===== src/rtl/muldiv_pkg.sv =====
// muldiv_pkg: shared RV32M op codes, FSM state type and divide constants
// for the muldiv_unit execute block.
package muldiv_pkg;

   localparam logic [4:0] OP_MULHU  = 5'b01000;
   localparam logic [4:0] OP_MUL    = 5'b01001;
   localparam logic [4:0] OP_MULHSU = 5'b01010;
   localparam logic [4:0] OP_MULH   = 5'b01011;
   localparam logic [4:0] OP_DIVU   = 5'b01100;
   localparam logic [4:0] OP_DIV    = 5'b01101;
   localparam logic [4:0] OP_REMU   = 5'b01110;
   localparam logic [4:0] OP_REM    = 5'b01111;

   localparam logic [31:0] DIV_ZERO_Q = 32'hFFFF_FFFF;
   localparam logic [31:0] INT_MIN    = 32'h8000_0000;

   typedef enum logic [2:0] {
      S_IDLE,
      S_MUL,
      S_DIV,
      S_FIX,
      S_DONE
   } state_t;

endpackage


===== src/rtl/muldiv_div_core.sv =====
// muldiv_div_core: unsigned radix-2 restoring divider, one quotient bit
// per cycle; done flags the cycle whose edge retires the last iteration.
module muldiv_div_core #(
   parameter int XLEN  = 32,
   parameter int ITERS = 32
) (
   input  logic            clk,
   input  logic            rst,
   input  logic            start,
   input  logic [XLEN-1:0] dividend,
   input  logic [XLEN-1:0] divisor,
   output logic [XLEN-1:0] quotient,
   output logic [XLEN-1:0] remainder,
   output logic            done
);

   localparam int CW = $clog2(ITERS);

   logic [XLEN-1:0] dvs;
   logic [CW-1:0]   cnt;
   logic            running;
   logic [XLEN:0]   shifted;
   logic [XLEN:0]   diff;

   // Trial subtraction of the divisor from the shifted partial remainder
   always_comb begin
      shifted = {remainder, quotient[XLEN-1]};
      diff    = shifted - {1'b0, dvs};
   end

   assign done = running && (cnt == '0);

   // Load on start, then shift in one quotient bit per cycle
   always_ff @(posedge clk) begin
      if (rst) begin
         running <= 1'b0;
      end else if (start) begin
         quotient  <= dividend;
         remainder <= '0;
         dvs       <= divisor;
         cnt       <= CW'(ITERS - 1);
         running   <= 1'b1;
      end else if (running) begin
         if (diff[XLEN]) begin
            remainder <= shifted[XLEN-1:0];
            quotient  <= {quotient[XLEN-2:0], 1'b0};
         end else begin
            remainder <= diff[XLEN-1:0];
            quotient  <= {quotient[XLEN-2:0], 1'b1};
         end
         cnt <= cnt - CW'(1);
         if (cnt == '0) running <= 1'b0;
      end
   end

endmodule


===== src/rtl/muldiv_unit.sv =====
// muldiv_unit: multi-cycle RV32M execute unit (2-cycle MUL, 34-cycle DIV).
// Define MULDIV_EARLY_OUT_EN to retire divide-by-zero/overflow in 1 cycle.
module muldiv_unit #(
   parameter int XLEN      = 32,
   parameter int DIV_ITERS = 32
) (
   input  logic            clk,
   input  logic            rst,
   input  logic            in_valid,
   output logic            in_ready,
   input  logic [4:0]      alu_control,
   input  logic [XLEN-1:0] operand_a,
   input  logic [XLEN-1:0] operand_b,
   output logic            out_valid,
   input  logic            out_ready,
   output logic [XLEN-1:0] result,
   output logic            illegal_op,
   output logic            busy
);

   import muldiv_pkg::*;

   state_t            state;
   logic [1:0]        op_reg;
   logic [XLEN-1:0]   a_reg;
   logic [XLEN-1:0]   b_reg;
   logic              q_neg;
   logic              r_neg;
   logic              div_zero;

   logic              accept;
   logic              legal;
   logic              is_div;
   logic              a_neg_in;
   logic              b_neg_in;
   logic [XLEN-1:0]   mag_a;
   logic [XLEN-1:0]   mag_b;
   logic              start;
   logic              early;
   logic [XLEN-1:0]   early_word;
   logic [2*XLEN-1:0] wa;
   logic [2*XLEN-1:0] wb;
   logic [2*XLEN-1:0] prod;
   logic [XLEN-1:0]   mul_word;
   logic [XLEN-1:0]   quo;
   logic [XLEN-1:0]   rem;
   logic [XLEN-1:0]   q_fix;
   logic [XLEN-1:0]   r_fix;
   logic [XLEN-1:0]   fix_word;
   logic              div_done;

   assign in_ready = (state == S_IDLE) && !rst;
   assign busy     = (state != S_IDLE);
   assign accept   = in_valid && in_ready;

   // Accept-side decode and operand magnitudes for the divider
   always_comb begin
      legal    = (alu_control[4:3] == 2'b01);
      is_div   = alu_control[2];
      a_neg_in = alu_control[0] && operand_a[XLEN-1];
      b_neg_in = alu_control[0] && operand_b[XLEN-1];
      mag_a    = a_neg_in ? -operand_a : operand_a;
      mag_b    = b_neg_in ? -operand_b : operand_b;
   end

`ifdef MULDIV_EARLY_OUT_EN
   logic b_zero_in;
   logic ovf_in;

   // Special divide results resolved at accept time
   always_comb begin
      b_zero_in = (operand_b == '0);
      ovf_in    = alu_control[0] && (operand_a == INT_MIN)
                  && (operand_b == '1);
      early     = is_div && (b_zero_in || ovf_in);
      if (b_zero_in)
         early_word = alu_control[1] ? operand_a : DIV_ZERO_Q;
      else
         early_word = alu_control[1] ? '0 : INT_MIN;
   end
`else
   assign early      = 1'b0;
   assign early_word = '0;
`endif

   assign start = accept && legal && is_div && !early;

   muldiv_div_core #(
      .XLEN  (XLEN),
      .ITERS (DIV_ITERS)
   ) u_div (
      .clk       (clk),
      .rst       (rst),
      .start     (start),
      .dividend  (mag_a),
      .divisor   (mag_b),
      .quotient  (quo),
      .remainder (rem),
      .done      (div_done)
   );

   // Signed/unsigned widening product and word select
   always_comb begin
      wa       = {{XLEN{op_reg[1] && a_reg[XLEN-1]}}, a_reg};
      wb       = {{XLEN{(&op_reg) && b_reg[XLEN-1]}}, b_reg};
      prod     = wa * wb;
      mul_word = (op_reg == 2'b01) ? prod[XLEN-1:0]
                                   : prod[2*XLEN-1:XLEN];
   end

   // Sign fix-up of the unsigned divider outputs
   always_comb begin
      q_fix    = div_zero ? DIV_ZERO_Q : (q_neg ? -quo : quo);
      r_fix    = r_neg ? -rem : rem;
      fix_word = op_reg[1] ? r_fix : q_fix;
   end

   // Control FSM with registered result/illegal_op/out_valid
   always_ff @(posedge clk) begin
      if (rst) begin
         state      <= S_IDLE;
         out_valid  <= 1'b0;
         result     <= '0;
         illegal_op <= 1'b0;
      end else begin
         unique case (state)
            S_IDLE: if (accept) begin
               op_reg   <= alu_control[1:0];
               a_reg    <= operand_a;
               b_reg    <= operand_b;
               q_neg    <= a_neg_in ^ b_neg_in;
               r_neg    <= a_neg_in;
               div_zero <= (operand_b == '0);
               if (!legal) begin
                  state      <= S_DONE;
                  result     <= '0;
                  illegal_op <= 1'b1;
                  out_valid  <= 1'b1;
               end else if (!is_div) begin
                  state <= S_MUL;
               end else if (early) begin
                  state      <= S_DONE;
                  result     <= early_word;
                  illegal_op <= 1'b0;
                  out_valid  <= 1'b1;
               end else begin
                  state <= S_DIV;
               end
            end
            S_MUL: begin
               result     <= mul_word;
               illegal_op <= 1'b0;
               out_valid  <= 1'b1;
               state      <= S_DONE;
            end
            S_DIV: if (div_done) state <= S_FIX;
            S_FIX: begin
               result     <= fix_word;
               illegal_op <= 1'b0;
               out_valid  <= 1'b1;
               state      <= S_DONE;
            end
            S_DONE: if (out_ready) begin
               out_valid <= 1'b0;
               state     <= S_IDLE;
            end
            default: state <= S_IDLE;
         endcase
      end
   end

endmodule


===== config.mk =====
export PLATFORM = sky130hd
export DESIGN_NAME = muldiv_unit
export DESIGN_NICKNAME = d
export VERILOG_FILES = /design/src/rtl/muldiv_pkg.sv /design/src/rtl/muldiv_div_core.sv /design/src/rtl/muldiv_unit.sv
export SDC_FILE = /design/constraint.sdc
export NUM_CORES = 2
export LEC_CHECK = 0
export BUFFER_PORTS_ARGS = -buffer_cell sky130_fd_sc_hd__buf_2
export CAP_MARGIN = 20
export CORE_MARGIN = 2
export CORE_UTILIZATION = 50
export CTS_BUF_LIST = sky130_fd_sc_hd__clkbuf_4 sky130_fd_sc_hd__clkbuf_8 sky130_fd_sc_hd__clkbuf_16
export DETAILED_ROUTE_END_ITERATION = 10
export PLACE_DENSITY = 0.66
export SLEW_MARGIN = 20
export SYNTH_ARGS = -nofsm -noshare
export SYNTH_HDL_FRONTEND = slang
export SYNTH_SLANG_ARGS = --single-unit

===== constraint.sdc =====
create_clock -name clk -period 25.5 [get_ports clk]
set_clock_uncertainty 0.2 [all_clocks]
set_input_delay 1.275 -clock clk [delete_from_list [all_inputs] [get_ports clk]]
set_output_delay 1.275 -clock clk [all_outputs]
set_load 0.02 [all_outputs]

==> run metrics <==
crit path from=op_reg[1]; total CTS buffers=24; clk sinks=208; aggregate global routing overflow=0; worst skew pair latency=0.52 ns; Final Hold Vio Count=0; area share of the largest cell type after synthesis=45.0%; Worst Path Max Fanout=57; cells resized by post-CTS repair=0; met2 WL=66200 um; ys flop type=edfxtp_1; layout cell share with drive strength beyond 1=4.82%; most area-hungry cell type in the Yosys netlist=fa_1; Clock Path Buffers=3; # DRC=0; Reg-to-Reg Start=op_reg[1]; Detail Route met3 WL=7860 um; synth top area cells=fa_1 45%, edfxtp_1 10%, inv_1 9.1%; Worst slew margin=26.8%; Post CTS Setup Buffer Count=0; largest net degree at the start of global routing=71; most frequent cells after synthesis=1209 x inv_1, 1126 x fa_1, 926 x nand2_1, 281 x and2_1, 256 x clkbuf_1; flops & latches, synth=208; Routability Congestion=0.927; mapped cell area=50000 um^2; Final Max Slew Viols=0; flop-to-flop setup slack=16.04 ns; M1 WL=54500 um; Netlist cell types=76; Final Instance Area=52600 um^2; Worst Hold Class=flip-flop to flip-flop; first-pass GRT wire length=216000 um; max incr delay on CP=0.70 ns; 1st-pass router iterations=6; GRT Util Overall=26.8%; CP Buf/Inv Count=8; CP arrival=9.68 ns; Post-Place Setup Slack=16.21 ns; Setup crit end kind=flip-flop; count of warnings emitted by yosys=0; wire length per cell=19.8 um; Reg2Reg Capture Point=result[26]; Starting Density=50.2%; final worst-path cycle share=37.1%; Crit Path Category=flip-flop to flip-flop; highest clock rate=106 MHz; hold_sp=illegal_op; Reg clk slew, reported paths=0.06 ns; Reg2Reg Depth=29; routed vias=36900; setup_tns=0 ns; CP required=25.72 ns; Worst path depth=29; row count=116; Detail Route Antenna Nets=0; syn nets=6879; Root Buffer=clkbuf_16; Final HPWL DP=107000 um; final worst slack=16.04 ns; Gate Count Post-Synth=5431; Core Area=99700 um^2; top-count cell post-synth=inv_1; DR top layer=met5; initial antenna violation count=10; Layout Utilization=52.8%; Die Y=320 um; fillers=9146; IO Pins=109; Crit-path slowest cell=o41ai_1; area grow syn2layout=5.11%; outcome=finished clean; Via density=5.51; Post-synth EDFFs=170; Post-DP Area=51800 um^2; Initial DRC Count=2486; Port-buffer cells=108; CTS tree=done; fin crit period=9.46 ns; Seq/Total Area, Yosys=11.7%; final net count=6824; syn_area_per_cell=9.21 um^2; CP Launch Type=flip-flop; Worst-Margin Slew=1.09 ns; Setup crit end=result[26]; Die X-Extent=320 um; Max Cap Viol=0; vias in the first global route=39000; unrepaired setup endpoints after global routing=false; hold buffers post-CTS=0; final setup violation count=0; DIE AREA=103000 um^2; Total Wirelength=133000 um; cell family with most CP delay=adder cells; async set or reset register ratio after synthesis=0%; critical path's most frequent cell=fa_1; H-tree levels=1
==> cell usage in the layout, fill, tap and decap left out, types with 35 or more instances in the layout <==
| cell | netlist | final |
|---|---|---|
| fa_1 | 1126 | 1126 |
| a21oi_1 | 142 | 142 |
| a21o_1 | 48 | 48 |
| inv_1 | 1209 | 1207 |
| a221oi_1 | 53 | 53 |
| dfxtp_1 | 38 | 38 |
| xnor2_1 | 100 | 99 |
| ha_1 | 249 | 249 |
| edfxtp_1 | 170 | 170 |
| nand2_1 | 926 | 926 |
| buf_2 | 5 | 108 |
| xor2_1 | 114 | 114 |
| and2_1 | 281 | 281 |
| buf_4 | 2 | 79 |
| nor2_1 | 160 | 157 |
| o21ai_0 | 106 | 106 |
| o31ai_1 | 35 | 35 |
==> worst min path at each step <==
| stage | end | slack, ns | depth (start not counted) |
|---|---|---|---|
| floorplan | u_div.running | 0.32 | 2 |
| global placement | illegal_op | 0.29 | 2 |
| detailed placement | illegal_op | 0.31 | 2 |
| CTS | illegal_op | 0.32 | 2 |
| global route | illegal_op | 0.35 | 2 |
| finish | illegal_op | 0.32 | 2 |
==> through the flow <==
stage | cells | hold WS, ns
global route | 6691 | 0.350
floorplan | 5431 | 0.324
finish | 6694 | 0.320
detailed placement | 6648 | 0.307
global placement | 6648 | 0.294
CTS | 6691 | 0.317
==> final cells by class <==
cell class	count	area [um^2]	share of cell area (%)
antenna	3	7.51	0.0143
clock buffer	30	669	1.27
clock inverter	13	111	0.212
inverter	1209	4540	8.63
multi-input combinational	3746	38700	73.5
sequential	208	5870	11.2
tap	1298	1620	3.09
timing repair buffer	187	1130	2.15
==> kinds of logic after synthesis <==
| group | count (synthesis) | share of synthesized area, % |
|---|---|---|
| xor gates and xnor gates | 214 | 3.75 |
| buffers and inverters | 1477 | 11.1 |
| DFF | 208 | 11.7 |
| AOI/OAI and AO/OA | 536 | 7.03 |
| muxes | 31 | 0.623 |
| adders and majority gates | 1375 | 51.3 |
| and+or+nand+nor | 1590 | 14.5 |
==> metal layers <==
layer  vias to the layer above  GRT usage [%]
li1                      16300              -
met1                     19200           35.9
met2                      1169           46.2
met3                       246           2.83
met4                         4           7.47
met5                         -              0
==> worst min-delay path: cells and delay by family (launching register included) <==
kind	cells	cell delay [ns]
flops	1	0.33
simple gates	2	0.15
Power is not shown: default switching activity piles up to over one toggle a cycle in this logic, so the estimate is an artifact.
